[src/rtl/dt_res_packer_if.sv]
// dt_res_packer_if: control, res RAM read port and sti RAM write port of the
// distance-transform result packer, bundled as one interface.
interface dt_res_packer_if;
    logic        start;
    logic        busy;
    logic        done;
    logic        res_rd;
    logic [13:0] res_addr;
    logic [7:0]  res_di;
    logic        sti_wr;
    logic [9:0]  sti_addr;
    logic [15:0] sti_do;
    logic [14:0] set_cnt;

    // Packer side: consumes start and read data, drives everything else.
    modport master (
        input  start,
        input  res_di,
        output busy,
        output done,
        output res_rd,
        output res_addr,
        output sti_wr,
        output sti_addr,
        output sti_do,
        output set_cnt
    );

    // Environment side: issues start, serves the res RAM, absorbs the writes.
    modport slave (
        output start,
        output res_di,
        input  busy,
        input  done,
        input  res_rd,
        input  res_addr,
        input  sti_wr,
        input  sti_addr,
        input  sti_do,
        input  set_cnt
    );
endinterface

[src/rtl/dt_res_packer.sv]
// dt_res_packer: streams all 16384 8-bit distance values out of the res RAM,
// thresholds each to one bit, packs 16 pixels per word and writes the 1024
// words to a sti-format RAM while counting set pixels.
module dt_res_packer #(
    parameter logic [7:0] THRESH    = 8'd1,
    parameter bit         MSB_FIRST = 1'b1
) (
    input  logic            clk,
    input  logic            reset,
    dt_res_packer_if.master bus
);
    typedef enum logic [2:0] {IDLE, RUN, DRAIN, FLUSH, DONE} state_t;

    localparam logic [13:0] LAST_ADDR = 14'h3FFF;

    state_t      state_q, state_d;
    logic        busy_q, busy_d;
    logic        done_q, done_d;
    logic        res_rd_q, res_rd_d;
    logic [13:0] res_addr_q, res_addr_d;
    logic        sti_wr_q, sti_wr_d;
    logic [9:0]  sti_addr_q, sti_addr_d;
    logic [15:0] sti_do_q, sti_do_d;
    logic [14:0] set_cnt_q, set_cnt_d;
    // pend_q: res_di carries the pixel read one cycle earlier and must be captured now
    logic        pend_q, pend_d;
    logic [13:0] pix_q, pix_d;
    logic [15:0] shift_q, shift_d;
    logic        pix_bit;
    logic [15:0] shift_in;

    // Next-state logic: address sequencing, capture/pack pipeline and word writes
    always_comb begin
        state_d    = state_q;
        busy_d     = busy_q;
        done_d     = done_q;
        res_rd_d   = res_rd_q;
        res_addr_d = res_addr_q;
        sti_wr_d   = 1'b0;
        sti_addr_d = sti_addr_q;
        sti_do_d   = sti_do_q;
        set_cnt_d  = set_cnt_q;
        shift_d    = shift_q;
        pix_d      = pix_q;
        pend_d     = res_rd_q;

        pix_bit  = (bus.res_di >= THRESH);
        shift_in = MSB_FIRST ? {shift_q[14:0], pix_bit} : {pix_bit, shift_q[15:1]};

        // The word is complete once its 16th pixel is shifted in; the write
        // shows the freshly shifted value so no extra cycle is spent.
        if (pend_q) begin
            shift_d   = shift_in;
            pix_d     = pix_q + 14'd1;
            set_cnt_d = set_cnt_q + {14'd0, pix_bit};
            if (pix_q[3:0] == 4'hF) begin
                sti_wr_d   = 1'b1;
                sti_addr_d = pix_q[13:4];
                sti_do_d   = shift_in;
            end
        end

        case (state_q)
            IDLE, DONE: begin
                if (bus.start) begin
                    state_d    = RUN;
                    busy_d     = 1'b1;
                    done_d     = 1'b0;
                    res_rd_d   = 1'b1;
                    res_addr_d = 14'd0;
                    set_cnt_d  = 15'd0;
                    shift_d    = 16'd0;
                    pix_d      = 14'd0;
                end
            end
            RUN: begin
                if (res_addr_q == LAST_ADDR) begin
                    state_d  = DRAIN;
                    res_rd_d = 1'b0;
                end else begin
                    res_addr_d = res_addr_q + 14'd1;
                end
            end
            DRAIN: begin
                state_d = FLUSH;
            end
            FLUSH: begin
                state_d = DONE;
                busy_d  = 1'b0;
                done_d  = 1'b1;
            end
            default: begin
                state_d = IDLE;
            end
        endcase
    end

    // State and output registers; reset takes effect immediately
    always_ff @(posedge clk or posedge reset) begin
        if (reset) begin
            state_q    <= IDLE;
            busy_q     <= 1'b0;
            done_q     <= 1'b0;
            res_rd_q   <= 1'b0;
            res_addr_q <= 14'd0;
            sti_wr_q   <= 1'b0;
            sti_addr_q <= 10'd0;
            sti_do_q   <= 16'd0;
            set_cnt_q  <= 15'd0;
            pend_q     <= 1'b0;
            pix_q      <= 14'd0;
            shift_q    <= 16'd0;
        end else begin
            state_q    <= state_d;
            busy_q     <= busy_d;
            done_q     <= done_d;
            res_rd_q   <= res_rd_d;
            res_addr_q <= res_addr_d;
            sti_wr_q   <= sti_wr_d;
            sti_addr_q <= sti_addr_d;
            sti_do_q   <= sti_do_d;
            set_cnt_q  <= set_cnt_d;
            pend_q     <= pend_d;
            pix_q      <= pix_d;
            shift_q    <= shift_d;
        end
    end

    assign bus.busy     = busy_q;
    assign bus.done     = done_q;
    assign bus.res_rd   = res_rd_q;
    assign bus.res_addr = res_addr_q;
    assign bus.sti_wr   = sti_wr_q;
    assign bus.sti_addr = sti_addr_q;
    assign bus.sti_do   = sti_do_q;
    assign bus.set_cnt  = set_cnt_q;
endmodule

[src/flat_wrapper.sv]
// flat-port wrapper written by rule: the top's interface ports become plain ports
module dt_res_packer_flat 
#(
    parameter logic [7:0] THRESH    = 8'd1,
    parameter bit         MSB_FIRST = 1'b1
)
  (clk, reset, bus_start, bus_res_di, bus_busy, bus_done, bus_res_rd, bus_res_addr, bus_sti_wr, bus_sti_addr, bus_sti_do, bus_set_cnt);
  dt_res_packer_if bus_i ();
  input  logic clk;
  input  logic reset;
  input wire logic [$bits(bus_i.start)-1:0] bus_start;
  input wire logic [$bits(bus_i.res_di)-1:0] bus_res_di;
  output wire logic [$bits(bus_i.busy)-1:0] bus_busy;
  output wire logic [$bits(bus_i.done)-1:0] bus_done;
  output wire logic [$bits(bus_i.res_rd)-1:0] bus_res_rd;
  output wire logic [$bits(bus_i.res_addr)-1:0] bus_res_addr;
  output wire logic [$bits(bus_i.sti_wr)-1:0] bus_sti_wr;
  output wire logic [$bits(bus_i.sti_addr)-1:0] bus_sti_addr;
  output wire logic [$bits(bus_i.sti_do)-1:0] bus_sti_do;
  output wire logic [$bits(bus_i.set_cnt)-1:0] bus_set_cnt;
  assign bus_i.start = bus_start;
  assign bus_i.res_di = bus_res_di;
  assign bus_busy = bus_i.busy;
  assign bus_done = bus_i.done;
  assign bus_res_rd = bus_i.res_rd;
  assign bus_res_addr = bus_i.res_addr;
  assign bus_sti_wr = bus_i.sti_wr;
  assign bus_sti_addr = bus_i.sti_addr;
  assign bus_sti_do = bus_i.sti_do;
  assign bus_set_cnt = bus_i.set_cnt;
  dt_res_packer #(.THRESH(THRESH), .MSB_FIRST(MSB_FIRST)) u_core (.clk(clk), .reset(reset), .bus(bus_i));
endmodule
[config.mk]
export PLATFORM = sky130hd
export DESIGN_NAME = dt_res_packer_flat
export DESIGN_NICKNAME = d
export VERILOG_FILES = /design/src/rtl/dt_res_packer_if.sv /design/src/rtl/dt_res_packer.sv /design/src/flat_wrapper.sv
export SDC_FILE = /design/constraint.sdc
export NUM_CORES = 1
export LEC_CHECK = 0
export CORE_MARGIN = 2
export CORE_UTILIZATION = 25
export CTS_CLUSTER_SIZE = 24
export DETAILED_ROUTE_END_ITERATION = 16
export PLACE_DENSITY = 0.54
export SLEW_MARGIN = 20
export SYNTH_ARGS = -nofsm -noshare
export SYNTH_HDL_FRONTEND = slang
export SYNTH_SLANG_ARGS = --single-unit
[constraint.sdc]
create_clock -name clk -period 3.6 [get_ports clk]
set_clock_uncertainty 0.05 [all_clocks]
set_input_delay 1.08 -clock clk [delete_from_list [all_inputs] [get_ports clk]]
set_output_delay 1.08 -clock clk [all_outputs]
set_load 0.02 [all_outputs]
# == Word level (Yosys, flattened, before mapping) ==
# Index checks and enable logic that the tools add are counted.
# op_classes
magnitude_cmp,1
mux,23
reduce_logical,9
eq_ne,9
add_sub_neg,3
# ops
op,count
14-bit 2-to-1 mux,5
16-bit 2-to-1 mux,3
15-bit 2-to-1 mux,3
14-bit by 1-bit adder with 14-bit output (second input constant),2
14-bit one-hot mux with 2 select lines,1
15-bit by 1-bit adder with 15-bit output,1
14-bit == test (second input constant),1
3-bit one-hot mux with 4 select lines,1
8-bit by 1-bit greater-or-equal comparator with 1-bit output (second input constant),1
3-bit by 2-bit == test with 1-bit output (second input constant),2
3-bit 2-to-1 mux,2
1-bit one-hot mux with 2 select lines,3
2-bit AND reduction,3
3-bit AND reduction,2
1-bit 2-to-1 mux,5
4-bit == test (second input constant),1
2-bit inequality test (second input constant),2
2-bit nonzero test,2
3-bit by 1-bit == test with 1-bit output (second input constant),1
3-bit == test (second input constant),1
3-bit zero test,1
2-bit by 1-bit inequality test with 1-bit output (second input constant),1
2-bit OR reduction,1
# word_totals
output_inout_bits,59
regBits,93

# == Longest topological paths before layout ==
# Gate-level depths: netlist of the first run.
# depth
word_depth,5
ltp_mapped,9
depth_no_buf,9

# == Least setup slack after synthesis of the first run ==
# OpenSTA, ideal clock, no wires.
# synth_path
path_type,input to register
start,input port bus_res_di[3]
end,"register u_core.set_cnt_q[14], in the netlist u_core.bus.set_cnt[14]"
setup_slack_ps,786
n_path_buf,0
cell_stages,9
t_required_ps,3471
arrival_ps,2685
cell_sequence,or4_1 -> nor2_1 -> inv_1 -> ha_1 -> ha_1 -> nand2_1 -> nor2_1 -> nand4_1 -> mux2i_1
# synth_between
elab_chain_len,5
# synth_rtl
element,line,text
from (decl),flat_wrapper.sv:12,input wire logic [$bits(bus_i.res_di)-1:0] bus_res_di;
8-bit by 1-bit greater-or-equal comparator with 1-bit output *,dt_res_packer.sv:47,pix_bit = (bus.res_di >= THRESH);
via u_core.pix_bit,dt_res_packer.sv:29,logic pix_bit;
15-bit by 1-bit adder with 15-bit output *,dt_res_packer.sv:55,"set_cnt_d = set_cnt_q + {14'd0, pix_bit};"
15-bit 2-to-1 mux *,dt_res_packer.sv:52,if (pend_q) begin
15-bit 2-to-1 mux,dt_res_packer.sv:65,if (bus.start) begin
15-bit 2-to-1 mux *,dt_res_packer.sv:63,case (state_q)
via u_core.set_cnt_d[14],dt_res_packer.sv:24,"logic [14:0] set_cnt_q, set_cnt_d;"
to (signal assigned),dt_res_packer.sv:122,set_cnt_q <= set_cnt_d;
to (decl),dt_res_packer.sv:24,
# Mark *: on every way through the listed nets, which the timed path passes. The rest lies on a longest branch.
# A chain may end at the register's enable or synchronous reset.

# == Worst setup path after layout of the first run ==
# Same ends and word-level chain as after synthesis.

==> summary.log, run 1 <==
INFO  floorplan      die_area=0.0173mm^2
INFO  placed_design  post-place-cells=689
INFO  cts            clockBufferDepth=2
INFO  sta            timing.hold.ws=0.365ns
INFO  placed_design  gp_routability_congestion=0.715
INFO  setup_path     worstPathRequired=3.82ns
INFO  synth          syn_area_per_cell=9.78um^2
INFO  sta            finalHoldViolCount=0
INFO  cts            insertion_delay_of_the_later_clocked_pin_in_the_worst_skew_pair=0.35ns
INFO  sta            max-slew-margin-rel=48.2%
INFO  power_and_ir_drop power.clock.fraction=24.6%
INFO  placed_design  cell_area_placed=0.00502mm^2
INFO  routing        top_layer=met4
INFO  power_and_ir_drop sw_frac_of_total=35.9%
INFO  synth          cells_after_synthesis=416
INFO  sta            setup_failing_eps_final=0
INFO  power_and_ir_drop internal_power=2.33mW
INFO  routing        wl_met2=4460um
INFO  cts            clock_tree.htree_level_count=3
INFO  grt            grt_antenna_before_repair=0
INFO  synth          yosys_warnings=0
INFO  cells_and_area layout.area.seq=0.00230mm^2
INFO  sta            timing.setup.tns=0ns
INFO  sta            finalMaxSlewViolations=0
INFO  routing        wl_met1=4370um
INFO  routing        post_drt_via_cell_ratio=4.53
INFO  floorplan      placeableCoreArea=0.0159mm^2
INFO  setup_path     crit_arrival=3.23ns
INFO  floorplan      floorplan.die.width=132um
INFO  cts            cts.repair.resized=0
INFO  cts            cts_inserted_buffers=9
INFO  power_and_ir_drop total_leakage_power=2.41nW
INFO  floorplan      starting_density_of_the_core=25.6%
INFO  cells_and_area final_core_util=33.3%
INFO  cells_and_area finalNetCount=499
INFO  power_and_ir_drop sequentialPowerShare=43.0%
INFO  setup_path     critPathMaxStageDelay=0.52ns
INFO  routing        detailroute.wirelength.met3=336um
INFO  cts            cts.repair_timing.setup_buffer_count=0
INFO  grt            grt_use_total=11.3%
INFO  setup_path     worstSetupStartpointType=input pin
INFO  placed_design  post-place-ws=0.213ns
INFO  cts            clock_sink_count=92
INFO  routing        routed_wire_length_per_instance=13.3um
INFO  cts            root_buffer=clkbuf_16
INFO  cts            cts_tree=built
INFO  sta            final.period_utilization=83.6%
INFO  sta            post-route-worst-setup-slack=0.591ns
INFO  setup_path     crit_path_max_fanout=5
INFO  sta            rsz_0062_raised_after_global_routing=no
INFO  setup_path     crit_path_cell_trace=clkdlybuf4s50_1 -> or4_1 -> nor2_1 -> inv_1 -> ha_1 -> ha_1 -> nand2_1 -> nor2_1 -> nand4_1 -> mux2i_1
INFO  synth          postSynth.topFlopCell=dfrtp_1
INFO  synth          synth-seq-area-share=56.6%
INFO  grt            grt_pass1_vias=3,263
INFO  synth          synth_cell_type_count=43
INFO  grt            grt_max_degree=56
INFO  cells_and_area finalNonFillerCells=705
INFO  synth          synth_edf_count=0
INFO  synth          synth.cell_area=0.00407mm^2
INFO  cells_and_area fraction_of_layout_cells_with_a_size_suffix_above_1=6.34%
INFO  setup_path     timing.critical_path.to_type=flip-flop
INFO  cts            clk_pin_slew=0.07ns
INFO  floorplan      fp-row-count=46
INFO  setup_path     path_class=in2reg
INFO  routing        drc_errors=0
INFO  routing        finalWirelength=9390um
INFO  status         run_status=finished clean
INFO  cells_and_area area_growth_syn_to_layout=30.1%
INFO  sta            worst-slew-pin-transition=0.770ns
INFO  cells_and_area final_area=0.00529mm^2
INFO  placed_design  io_buffer_count=69
INFO  routing        firstDrtPassIters=4
INFO  routing        dr_total_vias=3,196
INFO  power_and_ir_drop power=3.64mW
INFO  hold_path      hold_path.class=reg2reg
INFO  power_and_ir_drop power_frac_comb=32.4%
INFO  synth          postSynth.asyncResetShare=100%
INFO  floorplan      design.portCount=70
INFO  floorplan      dieHeight=132um
INFO  routing        ant_nets=0
INFO  cts            cts_hold_repair.buffers=0
INFO  grt            global_route_wire_length_before_repair=15,800um
INFO  job            maxCapViolations=0
INFO  grt            grt_remaining_overflow=0
INFO  cells_and_area n_antenna_cell=0
INFO  sta            fmaxAchievable=0.332GHz
INFO  placed_design  dp.final_hpwl=6300um
INFO  sta            min_period=3.01ns
INFO  setup_path     crit_slowest_cell=or4_1
INFO  power_and_ir_drop power_switching=1.31mW
INFO  cells_and_area layout.filler_cells=1,655
INFO  routing        drt_first_iter_violations=191
INFO  cells_and_area multi_input_logic_area=0.00164mm^2
INFO  power_and_ir_drop pwr_density_cell=687mW/mm^2
INFO  synth          mappedNetlistNets=431
INFO  power_and_ir_drop peakVddDrop=0.232mV
INFO  synth          synth_seq_cells=92
registers in the layout, indices dropped and copies added (netlist names):
name                 count
u_core.bus.sti_wr        1
u_core.bus.done          1
u_core.bus.res_rd        1
u_core.bus.busy          1
u_core.state_q           3
u_core.bus.res_addr     14
u_core.bus.sti_do       16
u_core.pend_q            1
u_core.pix_q            14
u_core.shift_q          15
u_core.bus.set_cnt      15
u_core.bus.sti_addr     10
power by group through the flow:
| stage | combinational, mW | sequential (mW) | clock, mW |
|---|---|---|---|
| floorplan | 0.425 | 1.78 | 0 |
| global placement | 1.17 | 1.57 | 0 |
| detailed placement | 1.20 | 1.59 | 0 |
| CTS | 1.20 | 1.57 | 0.929 |
| global route | 1.29 | 1.61 | 0.970 |
| finish | 1.18 | 1.56 | 0.895 |
logic make-up after synthesis:
| family | share of synthesized area (%) |
|---|---|
| AND/OR/NAND/NOR | 23.4 |
| flip-flops | 56.6 |
| AO/OA/AOI/OAI | 5.91 |
| buffers and inverters | 3.14 |
| XOR/XNOR | 4.52 |
| multiplexers | 5.17 |
| adder cells (fa/ha/maj) | 1.23 |
final cells by class:
cell class                      count  area share (%)
Multi-Input combinational cell    293            31.0
Clock buffer                        9            4.25
Timing Repair Buffer               76            14.3
Inverter                           12           0.874
Tap cell                          216            5.11
Sequential cell                    92            43.5
Clock inverter                      7           0.969
cell usage after synthesis (2+ instances only):
cell       n  area, um^2
o21ai_0   12        60.1
nand3_1   10        50.1
and3_1     2        12.5
a31oi_1    4        25.0
buf_1      2        7.51
or4_1      4        30.0
inv_1     11        41.3
o211ai_1   2        15.0
nand2_1   95         357
buf_2      3        15.0
nor4_1     7        43.8
a211oi_1   2        15.0
nor3b_1    2        15.0
clkbuf_1  13        48.8
a21o_1     2        15.0
o311ai_0   2        17.5
nand2b_1   2        12.5
or3b_2     2        17.5
ha_1       4        50.1
or3_1      2        12.5
mux2i_1   21         210
a21oi_1    7        35.0
nor3_1    11        55.1
dfrtp_1   92        2300
xor2_1     7        61.3
nor2_1    49         184
o31ai_1    2        15.0
xnor2_1   14         123
nand4_1   16         100
routing by layer:
metal	vias to the layer above	GRT usage, %
li1	1556	-
met1	1565	14.1
met2	59	18.2
met3	16	2.43
met4	0	6.10
met5	-	0
critical path: cells and delay by family:
family	cells	cell delay, ns
buffers and inverters	2	0.46
and+or+nand+nor	5	1.09
adders and majority gates	2	0.42
muxes	1	0.18
final timing paths:
path | from | to | slack, ns | depth (start not counted)
setup / recovery | bus_res_di[3] | u_core.bus.set_cnt[14] | 0.59 | 10
hold / removal | u_core.bus.res_rd | u_core.pend_q | 0.36 | 0
setup reg to reg | u_core.bus.res_addr[0] | u_core.bus.res_addr[1] | 1.39 | 5
hold reg to reg | u_core.bus.res_rd | u_core.pend_q | 0.36 | 0
max in group asynchronous | reset | u_core.bus.sti_addr[8] | 1.69 | 3
min in group asynchronous | reset | u_core.state_q[1] | 1.09 | 2
cell usage in the layout, fill, tap and decap left out, types with 6 or more instances in the layout:
cell	netlist	layout
clkbuf_16	0	9
buf_4	0	6
nor4_1	7	7
o21ai_0	12	12
clkdlybuf4s50_1	0	69
a21oi_1	7	7
xnor2_1	14	14
nor2_1	49	49
nand4_1	16	16
inv_1	11	10
nand2_1	95	95
xor2_1	7	7
nand3_1	10	10
mux2i_1	21	21
nor3_1	11	11
dfrtp_1	92	92
Power figures use the tool's default switching activity.
==> run 2: changes to the inputs <==
PLACE_DENSITY = 0.53   (was 0.54)
clock period = 2.85 ns   (was 3.6 ns; I/O delays follow)
==> run 2 against run 1 <==
Non-clock buffer count grew 6. Global-route usage grew 0.078 points. Routed wire length grew 0.21%. Combinational power grew 28%. Largest cell class unchanged. Highest routed layer is now met5.
==> summary.log, run 2 (same netlist as run 1, synthesis figures left out) <==
INFO  setup_path     reg2regPathDepth=5 [unchanged]
INFO  setup_path     crit_slowest_cell=or4_1
INFO  placed_design  gp_routability_congestion=0.740 [+3.5%]
INFO  routing        post_drt_via_cell_ratio=4.42 [-2.6%]
INFO  placed_design  dp.final_hpwl=6360um [+0.90%]
INFO  routing        drt_first_iter_violations=172 [-9.9%]
INFO  floorplan      design.portCount=70 [unchanged]
INFO  setup_path     rr_startpoint=u_core.bus.res_addr[1]
INFO  setup_path     critPathMaxStageDelay=0.51ns [about the same]
INFO  cts            cts.repair_timing.setup_buffer_count=0 [unchanged]
INFO  cells_and_area final_core_util=33.8% [+0.48 points]
INFO  sta            finalHoldViolCount=0 [unchanged]
INFO  floorplan      starting_density_of_the_core=25.6% [unchanged]
INFO  sta            max-slew-margin-rel=55.9% [+7.6 points]
INFO  power_and_ir_drop total_leakage_power=2.44nW [+1.3%]
INFO  grt            global_route_wire_length_before_repair=16,000um [+1.4%]
INFO  cts            cts_hold_repair.buffers=0 [unchanged]
INFO  cells_and_area area_growth_syn_to_layout=32.0%
INFO  status         run_status=finished clean
INFO  setup_path     crit_path_cell_trace=clkdlybuf4s50_1 -> or4_1 -> nor2_1 -> inv_1 -> ha_1 -> ha_1 -> nand2_1 -> nor2_1 -> nand4_1 -> mux2i_1
INFO  floorplan      die_area=0.0173mm^2 [unchanged]
INFO  job            maxCapViolations=0 [unchanged]
INFO  sta            timing.setup.tns=0ns [unchanged]
INFO  cts            clockBufferDepth=2 [unchanged]
INFO  sta            worst-slew-pin-transition=0.661ns [-0.110 ns]
INFO  cells_and_area largest_register_ffs=16 [unchanged]
INFO  sta            fmaxAchievable=0.370GHz
INFO  hold_path      hold_path.class=reg2reg
INFO  cts            cts.repair.resized=0 [unchanged]
INFO  cts            clock_tree.htree_level_count=3 [unchanged]
INFO  setup_path     reg2reg_slack=0.72ns [-0.67 ns]
INFO  power_and_ir_drop power=4.69mW [+29%]
INFO  cells_and_area fraction_of_layout_cells_with_a_size_suffix_above_1=7.09% [+0.75 points]
INFO  setup_path     crit_arrival=2.92ns [-0.31 ns]
INFO  cts            cts_inserted_buffers=9 [unchanged]
INFO  grt            grt_pass1_vias=3,214 [-1.5%]
INFO  setup_path     worstPathRequired=3.07ns [-0.75 ns]
INFO  sta            rsz_0062_raised_after_global_routing=no
INFO  cells_and_area mostFrequentLayoutCells=nand2_1 (95), dfrtp_1 (92), clkdlybuf4s50_1 (69)
INFO  placed_design  io_buffer_count=69 [unchanged]
INFO  cts            clock_sink_count=92 [unchanged]
INFO  floorplan      dieHeight=132um [unchanged]
INFO  routing        ant_nets=0 [unchanged]
INFO  setup_path     worstSetupStartpointType=input pin
INFO  routing        drc_errors=0 [unchanged]
INFO  setup_path     endpoint=u_core.bus.set_cnt[14]
INFO  grt            grt_max_degree=37 [-34%]
INFO  sta            final.period_utilization=94.9%
INFO  cts            clk_pin_slew=0.07ns [about the same]
INFO  cells_and_area layout.cells.most_common=nand2_1
INFO  routing        routed_wire_length_per_instance=13.3um [-0.49%]
INFO  routing        dr_total_vias=3,135 [-1.9%]
INFO  power_and_ir_drop pwr_density_cell=873mW/mm^2 [+27%]
INFO  setup_path     path_class=in2reg
INFO  sta            setup_failing_eps_final=0 [unchanged]
INFO  routing        firstDrtPassIters=4 [unchanged]
INFO  sta            min_period=2.71ns
INFO  grt            grt_use_total=11.3% [+0.078 points]
INFO  setup_path     worst_r2r_endpoint=u_core.bus.res_addr[9]
INFO  floorplan      floorplan.die.width=132um [unchanged]
INFO  cells_and_area n_antenna_cell=0 [unchanged]
INFO  cts            root_buffer=clkbuf_16
INFO  setup_path     timing.critical_path.to_type=flip-flop
INFO  setup_path     crit_start=bus_res_di[3]
INFO  grt            grt_antenna_before_repair=1 [+1]
INFO  sta            finalMaxSlewViolations=0 [unchanged]
INFO  grt            grt_remaining_overflow=0 [unchanged]
INFO  floorplan      fp-row-count=46 [unchanged]
INFO  power_and_ir_drop peakVddDrop=0.349mV [+50%]
INFO  cells_and_area finalNetCount=505 [+1.2%]
INFO  floorplan      placeableCoreArea=0.0159mm^2 [unchanged]
INFO  setup_path     crit_path_max_fanout=5 [unchanged]
INFO  cts            cts_tree=built
INFO  routing        finalWirelength=9410um [+0.21%]
INFO  cts            insertion_delay_of_the_later_clocked_pin_in_the_worst_skew_pair=0.34ns [about the same]
-- run 2: where the power goes --
| part | total, mW | leakage [nW] | switching [mW] | internal, mW |
|---|---|---|---|---|
| sequential | 1.97 | 1.16 | 0.312 | 1.66 |
| combinational | 1.51 | 1.14 | 0.799 | 0.713 |
| clock | 1.20 | 0.138 | 0.507 | 0.698 |
| total | 4.69 | 2.44 | 1.62 | 3.07 |
-- run 2: worst max-delay path: cells and delay by family --
kind	cells	cell delay, ns
buf+inv	2	0.45
simple gates	5	1.05
mux	1	0.18
fa+ha+maj	2	0.38
-- run 2: per-layer routing --
| metal | GRT usage (%) | vias to the layer above | routed length, um |
|---|---|---|---|
| met2 | 18.2 | 48 | 4470 |
| met1 | 14.2 | 1508 | 4390 |
| met5 | 0 | - | 11 |
| met4 | 5.80 | 2 | 208 |
| met3 | 2.62 | 13 | 333 |
| li1 | - | 1564 | - |
-- run 2: stage by stage --
step	area (um^2)	cells	hold WS, ns	setup slack (ns)
6_report	5370	710	0.357	0.145
5_1_grt	5370	710	0.378	0.0167
4_1_cts	5370	710	0.355	0.121
3_5_place_dp	5080	695	0.340	-0.233
3_3_place_gp	5080	695	0.340	-0.218
2_1_floorplan	4070	416	0.388	0.261
-- run 2: cell type report --
class | count | area [um^2]
fillers | 1673 | 10500
flip-flops and latches | 92 | 2300
multi-input cells | 293 | 1640
repair buffers | 82 | 813
well taps | 216 | 270
clock buffers | 11 | 243
clock inverters | 4 | 50.0
inverters | 12 | 48.8
-- run 2: worst min path at each step --
| stage | slack, ns | from | end | cells past startpoint |
|---|---|---|---|---|
| 2_1_floorplan | 0.39 | u_core.shift_q[14] | u_core.bus.sti_do[15] | 2 |
| 3_3_place_gp | 0.34 | u_core.bus.res_rd | u_core.pend_q | 0 |
| 3_5_place_dp | 0.34 | u_core.bus.res_rd | u_core.pend_q | 0 |
| 4_1_cts | 0.35 | u_core.bus.res_rd | u_core.pend_q | 0 |
| 5_1_grt | 0.38 | u_core.bus.res_rd | u_core.pend_q | 0 |
| 6_report | 0.36 | u_core.bus.res_rd | u_core.pend_q | 0 |
